<file path="config.mk">
export PLATFORM = sky130hd
export DESIGN_NAME = imem_loader
export DESIGN_NICKNAME = d
export VERILOG_FILES = /design/src/rtl/imem_loader.sv
export SDC_FILE = /design/constraint.sdc
export NUM_CORES = 1
export LEC_CHECK = 0
export ABC_AREA = 0
export CELL_PAD_IN_SITES_DETAIL_PLACEMENT = 0
export CELL_PAD_IN_SITES_GLOBAL_PLACEMENT = 1
export CORE_MARGIN = 2
export CORE_UTILIZATION = 45
export CTS_BUF_LIST = sky130_fd_sc_hd__clkbuf_4
export DETAILED_ROUTE_END_ITERATION = 7
export HOLD_SLACK_MARGIN = 0.05
export PLACE_DENSITY_LB_ADDON = 0.05
export REMOVE_ABC_BUFFERS = 1
export SYNTH_ARGS = -nofsm -noshare
export SYNTH_HDL_FRONTEND = slang
export SYNTH_SLANG_ARGS = --single-unit
</file>
<file path="constraint.sdc">
create_clock -name clk_i -period 6.4 [get_ports clk_i]
set_input_delay 1.28 -clock clk_i [delete_from_list [all_inputs] [get_ports clk_i]]
set_output_delay 1.28 -clock clk_i [all_outputs]
set_load 0.01 [all_outputs]
</file>
<file path="src/rtl/imem_loader.sv">
// rtl/imem_loader.sv - streams a little-endian byte program into instruction memory, holding the CPU in reset until loaded
// Optional trailer checksum verification: define IMEM_LOADER_CHECKSUM_EN.
module imem_loader #(
  parameter int DEPTH_WORDS = 256
) (
  input  logic        clk_i,
  input  logic        nrst_i,
  input  logic        start_i,
  input  logic [15:0] len_i,
  input  logic [7:0]  rx_data_i,
  input  logic        rx_valid_i,
  output logic        rx_ready_o,
  output logic        imem_we_o,
  output logic [31:0] imem_addr_o,
  output logic [31:0] imem_data_o,
  output logic        cpu_rst_o,
  output logic        busy_o,
  output logic        done_o,
  output logic        err_o
);

  localparam logic [2:0] IDLE  = 3'd0;
  localparam logic [2:0] LOAD  = 3'd1;
  localparam logic [2:0] WRITE = 3'd2;
`ifdef IMEM_LOADER_CHECKSUM_EN
  localparam logic [2:0] CHECK = 3'd3;
`endif
  localparam logic [2:0] DONE  = 3'd4;
  localparam logic [2:0] ERR   = 3'd5;

  localparam logic [16:0] DEPTH_L = 17'(DEPTH_WORDS);

  logic [2:0]  state;
  logic [15:0] len_r;
  logic [15:0] word_cnt;
  logic [1:0]  byte_cnt;
  logic [31:0] asm_word;
  logic [31:0] addr_r;
  logic [31:0] data_r;
  logic [31:0] rx_word;
`ifdef IMEM_LOADER_CHECKSUM_EN
  logic [31:0] checksum;
`endif

  // Complete word as it will look once the current byte is taken as byte 3.
  assign rx_word = {rx_data_i, asm_word[23:0]};

  always_ff @(posedge clk_i or posedge nrst_i) begin
    if (nrst_i) begin
      state    <= IDLE;
      len_r    <= '0;
      word_cnt <= '0;
      byte_cnt <= '0;
      asm_word <= '0;
      addr_r   <= '0;
      data_r   <= '0;
`ifdef IMEM_LOADER_CHECKSUM_EN
      checksum <= '0;
`endif
    end else begin
      case (state)
        IDLE, DONE, ERR: begin
          if (start_i) begin
            if ({1'b0, len_i} > DEPTH_L) begin
              state <= ERR;
            end else if (len_i == 16'd0) begin
              state <= DONE;
            end else begin
              state    <= LOAD;
              len_r    <= len_i;
              word_cnt <= '0;
              byte_cnt <= '0;
`ifdef IMEM_LOADER_CHECKSUM_EN
              checksum <= '0;
`endif
            end
          end
        end
        LOAD: begin
          if (rx_valid_i) begin
            asm_word[{byte_cnt, 3'b000} +: 8] <= rx_data_i;
            byte_cnt <= byte_cnt + 2'd1;
            if (byte_cnt == 2'd3) begin
              addr_r <= {14'd0, word_cnt, 2'b00};
              data_r <= rx_word;
              state  <= WRITE;
            end
          end
        end
        WRITE: begin
          word_cnt <= word_cnt + 16'd1;
`ifdef IMEM_LOADER_CHECKSUM_EN
          checksum <= checksum ^ data_r;
          state    <= (word_cnt + 16'd1 < len_r) ? LOAD : CHECK;
`else
          state    <= (word_cnt + 16'd1 < len_r) ? LOAD : DONE;
`endif
        end
`ifdef IMEM_LOADER_CHECKSUM_EN
        CHECK: begin
          if (rx_valid_i) begin
            asm_word[{byte_cnt, 3'b000} +: 8] <= rx_data_i;
            byte_cnt <= byte_cnt + 2'd1;
            if (byte_cnt == 2'd3) begin
              state <= (rx_word == checksum) ? DONE : ERR;
            end
          end
        end
`endif
        default: state <= IDLE;
      endcase
    end
  end

`ifdef IMEM_LOADER_CHECKSUM_EN
  assign rx_ready_o = (state == LOAD) || (state == CHECK);
  assign busy_o     = (state == LOAD) || (state == WRITE) || (state == CHECK);
`else
  assign rx_ready_o = (state == LOAD);
  assign busy_o     = (state == LOAD) || (state == WRITE);
`endif
  assign imem_we_o   = (state == WRITE);
  assign imem_addr_o = addr_r;
  assign imem_data_o = data_r;
  assign cpu_rst_o   = (state != DONE);
  assign done_o      = (state == DONE);
  assign err_o       = (state == ERR);

endmodule

</file>
; ---- After elaboration in Yosys (flattened, before gate mapping)
; Index checks and enable logic that the tools add are counted.
; W data, S select, Z words.
[word_totals]
out_inout_bits = 70
inputBits = 28
reg_bits = 117
[classes]
bitwise_logic = 2
eq_ne = 11
n_reduce_logical = 12
n_shift = 2
n_mux = 17
add_sub_neg = 3
order_cmp = 2
[ops]
columns = cell, count
row1 = $mux W16, 3
row2 = $bwmux W32, 1
row3 = $pmux W16 S2, 1
row4 = $shift A8 B7 Y32 const A, 1
row5 = $shiftx A8 B7 Y32, 1
row6 = $mux W3, 6
row7 = $add A16 B1 Y16 const B, 1
row8 = $gt A16 B9 Y1 const B, 1
row9 = $logic_not A16 Y1, 1
row10 = $lt A16 B16 Y1, 1
row11 = $pmux W3 S3, 1
row12 = $mux W2, 4
row13 = $ne A2 B2 Y1 const B, 4
row14 = $reduce_and A4 Y1, 2
row15 = $neg A5 Y7, 1
row16 = $eq A3 B3 Y1 const B, 2
row17 = $reduce_and A3 Y1, 2
row18 = $reduce_and A5 Y1, 1
row19 = $pmux W2 S2, 1
row20 = $reduce_bool A2 Y1, 2
row21 = $eq A3 B1 Y1 const B, 1
row22 = $eq A3 B2 Y1 const B, 1
row23 = $logic_not A3 Y1, 1
row24 = $ne A3 B3 Y1 const B, 1
row25 = other kinds (7), 8

; ---- Depth between registers and ports, before layout
[logic_depth]
depth_word = 5
depth_mapped = 11

; ---- Worst setup path after synthesis
; Ideal clock, no wire load.
[synth_timing]
kind = in2reg
from = input port len_i[12]
to = register len_r[0]
cell_stages = 5
path_slack_ns = 3.493
path_buffers = 1
arrival_ns = 2.782
required_time_ns = 6.275
cell_sequence = or4_1 nor4_1 and4_4 buf_6 mux2_4
[synth_via]
elab_chain_len = 3
[synth_rtl]
columns = item, line_no
row1 = start: declaration, 9  ; input logic [15:0] len_i,
row2 = $gt A16 B9 Y1 or $logic_not A16 Y1 (tied branches), "64, 66"
row3 = $not A1 Y1 (no source line), n/a
row4 = $reduce_and A4 Y1 (no source line) (*), n/a
row5 = end signal: assignment, 70  ; len_r <= len_i;
row6 = end: declaration, 34  ; logic [15:0] len_r;
; Mark *: on every way between the ends. The rest lies on a longest branch, timed or not.
; A chain may end at the register's enable or synchronous reset.

; ---- Final worst setup path
[layout_timing]
from = register state[2]
to = output port imem_we_o
[layout_via]
elab_chain_len = 1
[layout_rtl]
columns = item, line_no
row1 = start: declaration, 33  ; logic [2:0] state;
row2 = start signal: assignment, 96  ; state <= (word_cnt + 16'd1 < len_r) ? LOAD : DONE;
row3 = $eq A3 B2 Y1, 122  ; assign imem_we_o = (state == WRITE);
row4 = end: declaration, 13  ; output logic imem_we_o,
; Every way passes these cells.

==> flow_summary.json <==
{
  "status": "completed",
  "routed_via_density": 5.08,
  "antenna_found_initial": 0,
  "hold_violations": 0,
  "cts_buffer_depth": 2,
  "setup_violations": 0,
  "synth_cell_types": 48,
  "path_class": "register to output pin",
  "syn_area_sq_um": 5220,
  "postLayoutSetupSlackWorst_ps": 2520,
  "cp-end-kind": "output pin",
  "grt_pass1_wl_mm": 17.5,
  "arrival_ps": 2600,
  "antenna_left": 0,
  "max_slew_margin_pct": 35.2,
  "design_area_sq_um": 6190,
  "hold_path_depth": 2,
  "drv_slew": 0,
  "wl_per_cell_um": 14.5,
  "root_buffer": "clkbuf_4",
  "r2r_start": "word_cnt[0]$_DFFE_PP0P_",
  "synthMuxAreaShare_pct": 11.0,
  "yosys_warnings": 0,
  "synth_top_family_by_area": "simple AND/OR/NAND/NOR gates",
  "io_pins": 98,
  "period_minus_slack_ps": 3880,
  "fin_crit_sh_pct": 60.6,
  "fmax_mhz": 258,
  "tightest_slew_ps": 969,
  "globalRouteOverflowTotal": 0,
  "synth_seq_cells": 109,
  "dieArea_sq_um": 12500,
  "min_to": "asm_word[23]$_DFFE_PP0P_",
  "synth_compound_area_share_pct": 8.23,
  "diodes": 0,
  "grt_pass1_vias": 3561,
  "setup_tns_ps": 0,
  "drt-total-wl_mm": 10.4,
  "h-tree-depth": 3,
  "place.gp.congestion": 0.758,
  "seq_area_frac_synth_pct": 52.3,
  "ff2ff_path_depth": 11,
  "postSynth.asyncResetShare_pct": 100,
  "port_buffers": 81,
  "cts_resized": 0,
  "drv_cap": 0,
  "synth_xor_area_share_pct": 2.35,
  "cts.sinks": 109,
  "rrSetupSlack_ps": 3070,
  "cp_max_fo": 27,
  "p_leak_nw": 2.88,
  "clk-insertion-delay-late_ps": 460,
  "cts_setup_buffers": 0,
  "syn_avg_cell_area_sq_um": 10.5,
  "cp-start-kind": "register",
  "drc": 0,
  "drtPass1Iterations": 4,
  "synthCells": 497,
  "drive_above_1_share_pct": 13.3,
  "num_vias": 3626,
  "crit_start": "state[2]$_DFFE_PP0P_",
  "skew_ps": 8.29,
  "cts_tree": "built",
  "clk_pin_slew_ps": 150,
  "holdBufCountCts": 0,
  "synth_edf_count": 0,
  "place_area_sq_um": 6060,
  "worstPathRequired_ps": 5120,
  "worstHoldStart": "asm_word[23]$_DFFE_PP0P_",
  "row_count": 39,
  "hold_class": "register to register",
  "track_usage_pct": 17.6,
  "total_power_mw": 2.14,
  "grt_max_degree": 57,
  "synth-simple-area-share_pct": 14.9,
  "place_hpwl_mm": 7.21,
  "grt_setup_unrepaired": "false",
  "drtIter0Drc": 153,
  "cts_buffers": 9,
  "start_util_pct": 45.9,
  "die_y_um": 112,
  "r2r_end": "state[2]$_DFFE_PP0P_",
  "synth_fa_ha_area_share_pct": 5.04,
  "num-nets-final": 616,
  "dpl_worst_slack_ps": 2780,
  "area_growth_pct": 18.7,
  "die_x_um": 112,
  "coreArea_sq_um": 11400,
  "synth_top_flop_cell": "dfrtp_1",
  "p_per_area_nw_per_um2": 346,
  "ir_drop_v": 0.000204
}
-- power by group --
part / switching, mW / total, mW / internal (mW)
Combinational: 0.348 / 0.783 / 0.435
Clock: 0.213 / 0.333 / 0.120
Sequential: 0.143 / 1.03 / 0.882
-- critical path: stages (launching register included) --
cell and delay, ps:
dfrtp_1 470, nor2_1 120, nand2_1 60, buf_4 230
inv_1 570, clkdlybuf4s50_1 670
-- area by class of cell --
cell class / count / area [sq um]
tap: 143 / 179
clock buffer: 10 / 75.1
timing repair buffer: 84 / 833
multi-input combinational: 339 / 2230
sequential: 109 / 2730
clock inverter: 5 / 52.6
fill: 1031 / 5180
inverter: 24 / 92.6
-- worst max-delay path by stage --
stage | end | slack [ps]
6_report | imem_we_o | 2520
5_1_grt | imem_we_o | 2310
4_1_cts | imem_we_o | 2450
3_5_place_dp | len_r[0]$_DFFE_PP0P_ | 2780
3_3_place_gp | len_r[0]$_DFFE_PP0P_ | 2830
2_1_floorplan | asm_word[0]$_DFFE_PP0P_ | 2250
-- sequential cells by signal, indices dropped and copies added, names as in the netlist --
signal,cells
state,3
len_r,16
imem_data_o,32
imem_addr_o,16
word_cnt,16
asm_word,24
byte_cnt,2
-- routing by layer --
metal	track usage [%]	vias up	part of all wire, %
met5	0	-	0
met4	3.70	0	0.86
met3	5.55	6	4.0
met2	30.0	73	50
met1	22.0	1743	45
li1	-	1804	-
-- cells in the final DEF (no fill, tap or decap), types with 5 or more instances in the layout --
cell and n:
xnor2_1 11, nand3_1 17, nor3_1 11, nor2_1 15, o211ai_1 5, or3_1 6, nand2_1 88, o21ai_0 34
clkbuf_4 10, o21ai_1 5, a21o_1 7, dfrtp_1 109, conb_1 16, mux2_2 48, clkdlybuf4s50_1 81, ha_1 21
nand4_1 7, inv_1 23
-- metrics by stage --
| step | util [%] | hold slack, ps | std cells |
|---|---|---|---|
| 6_report | 54.5 | 496 | 714 |
| 3_5_place_dp | 53.3 | 469 | 699 |
| 5_1_grt | 54.5 | 520 | 714 |
| 3_3_place_gp | 53.3 | 457 | 699 |
| 4_1_cts | 54.5 | 504 | 714 |
| 2_1_floorplan | - | 445 | 472 |
-- synth_stat cells, types with 3 or more instances --
cell type | count | area (sq um)
ha_1 | 21 | 263
xnor2_1 | 11 | 96.3
dfrtp_1 | 109 | 2730
a21o_1 | 7 | 52.6
and2_1 | 3 | 18.8
xor2_1 | 3 | 26.3
buf_4 | 16 | 120
nand2b_1 | 3 | 18.8
buf_2 | 8 | 40.0
nor3_1 | 11 | 55.1
o31ai_1 | 3 | 22.5
nor2_1 | 15 | 56.3
a21oi_1 | 4 | 20.0
nand3_1 | 17 | 85.1
mux2_2 | 48 | 541
clkbuf_1 | 15 | 56.3
o21ai_0 | 34 | 170
o21ai_1 | 5 | 25.0
nand2_1 | 89 | 334
o211ai_1 | 5 | 37.5
inv_1 | 24 | 90.1
nand4_1 | 7 | 43.8
or3_1 | 6 | 37.5
-- cell families (layout without fill, tap and decap cells) --
family | count (synthesis) | count (layout)
AOI/OAI and AO/OA | 70 | 70
xor gates and xnor gates | 14 | 14
adders and majority gates | 21 | 21
buffers and inverters | 64 | 123
DFF | 109 | 109
muxes | 51 | 51
other | 1 | 16
and+or+nand+nor | 167 | 167
(Power assumes the default switching activity.)
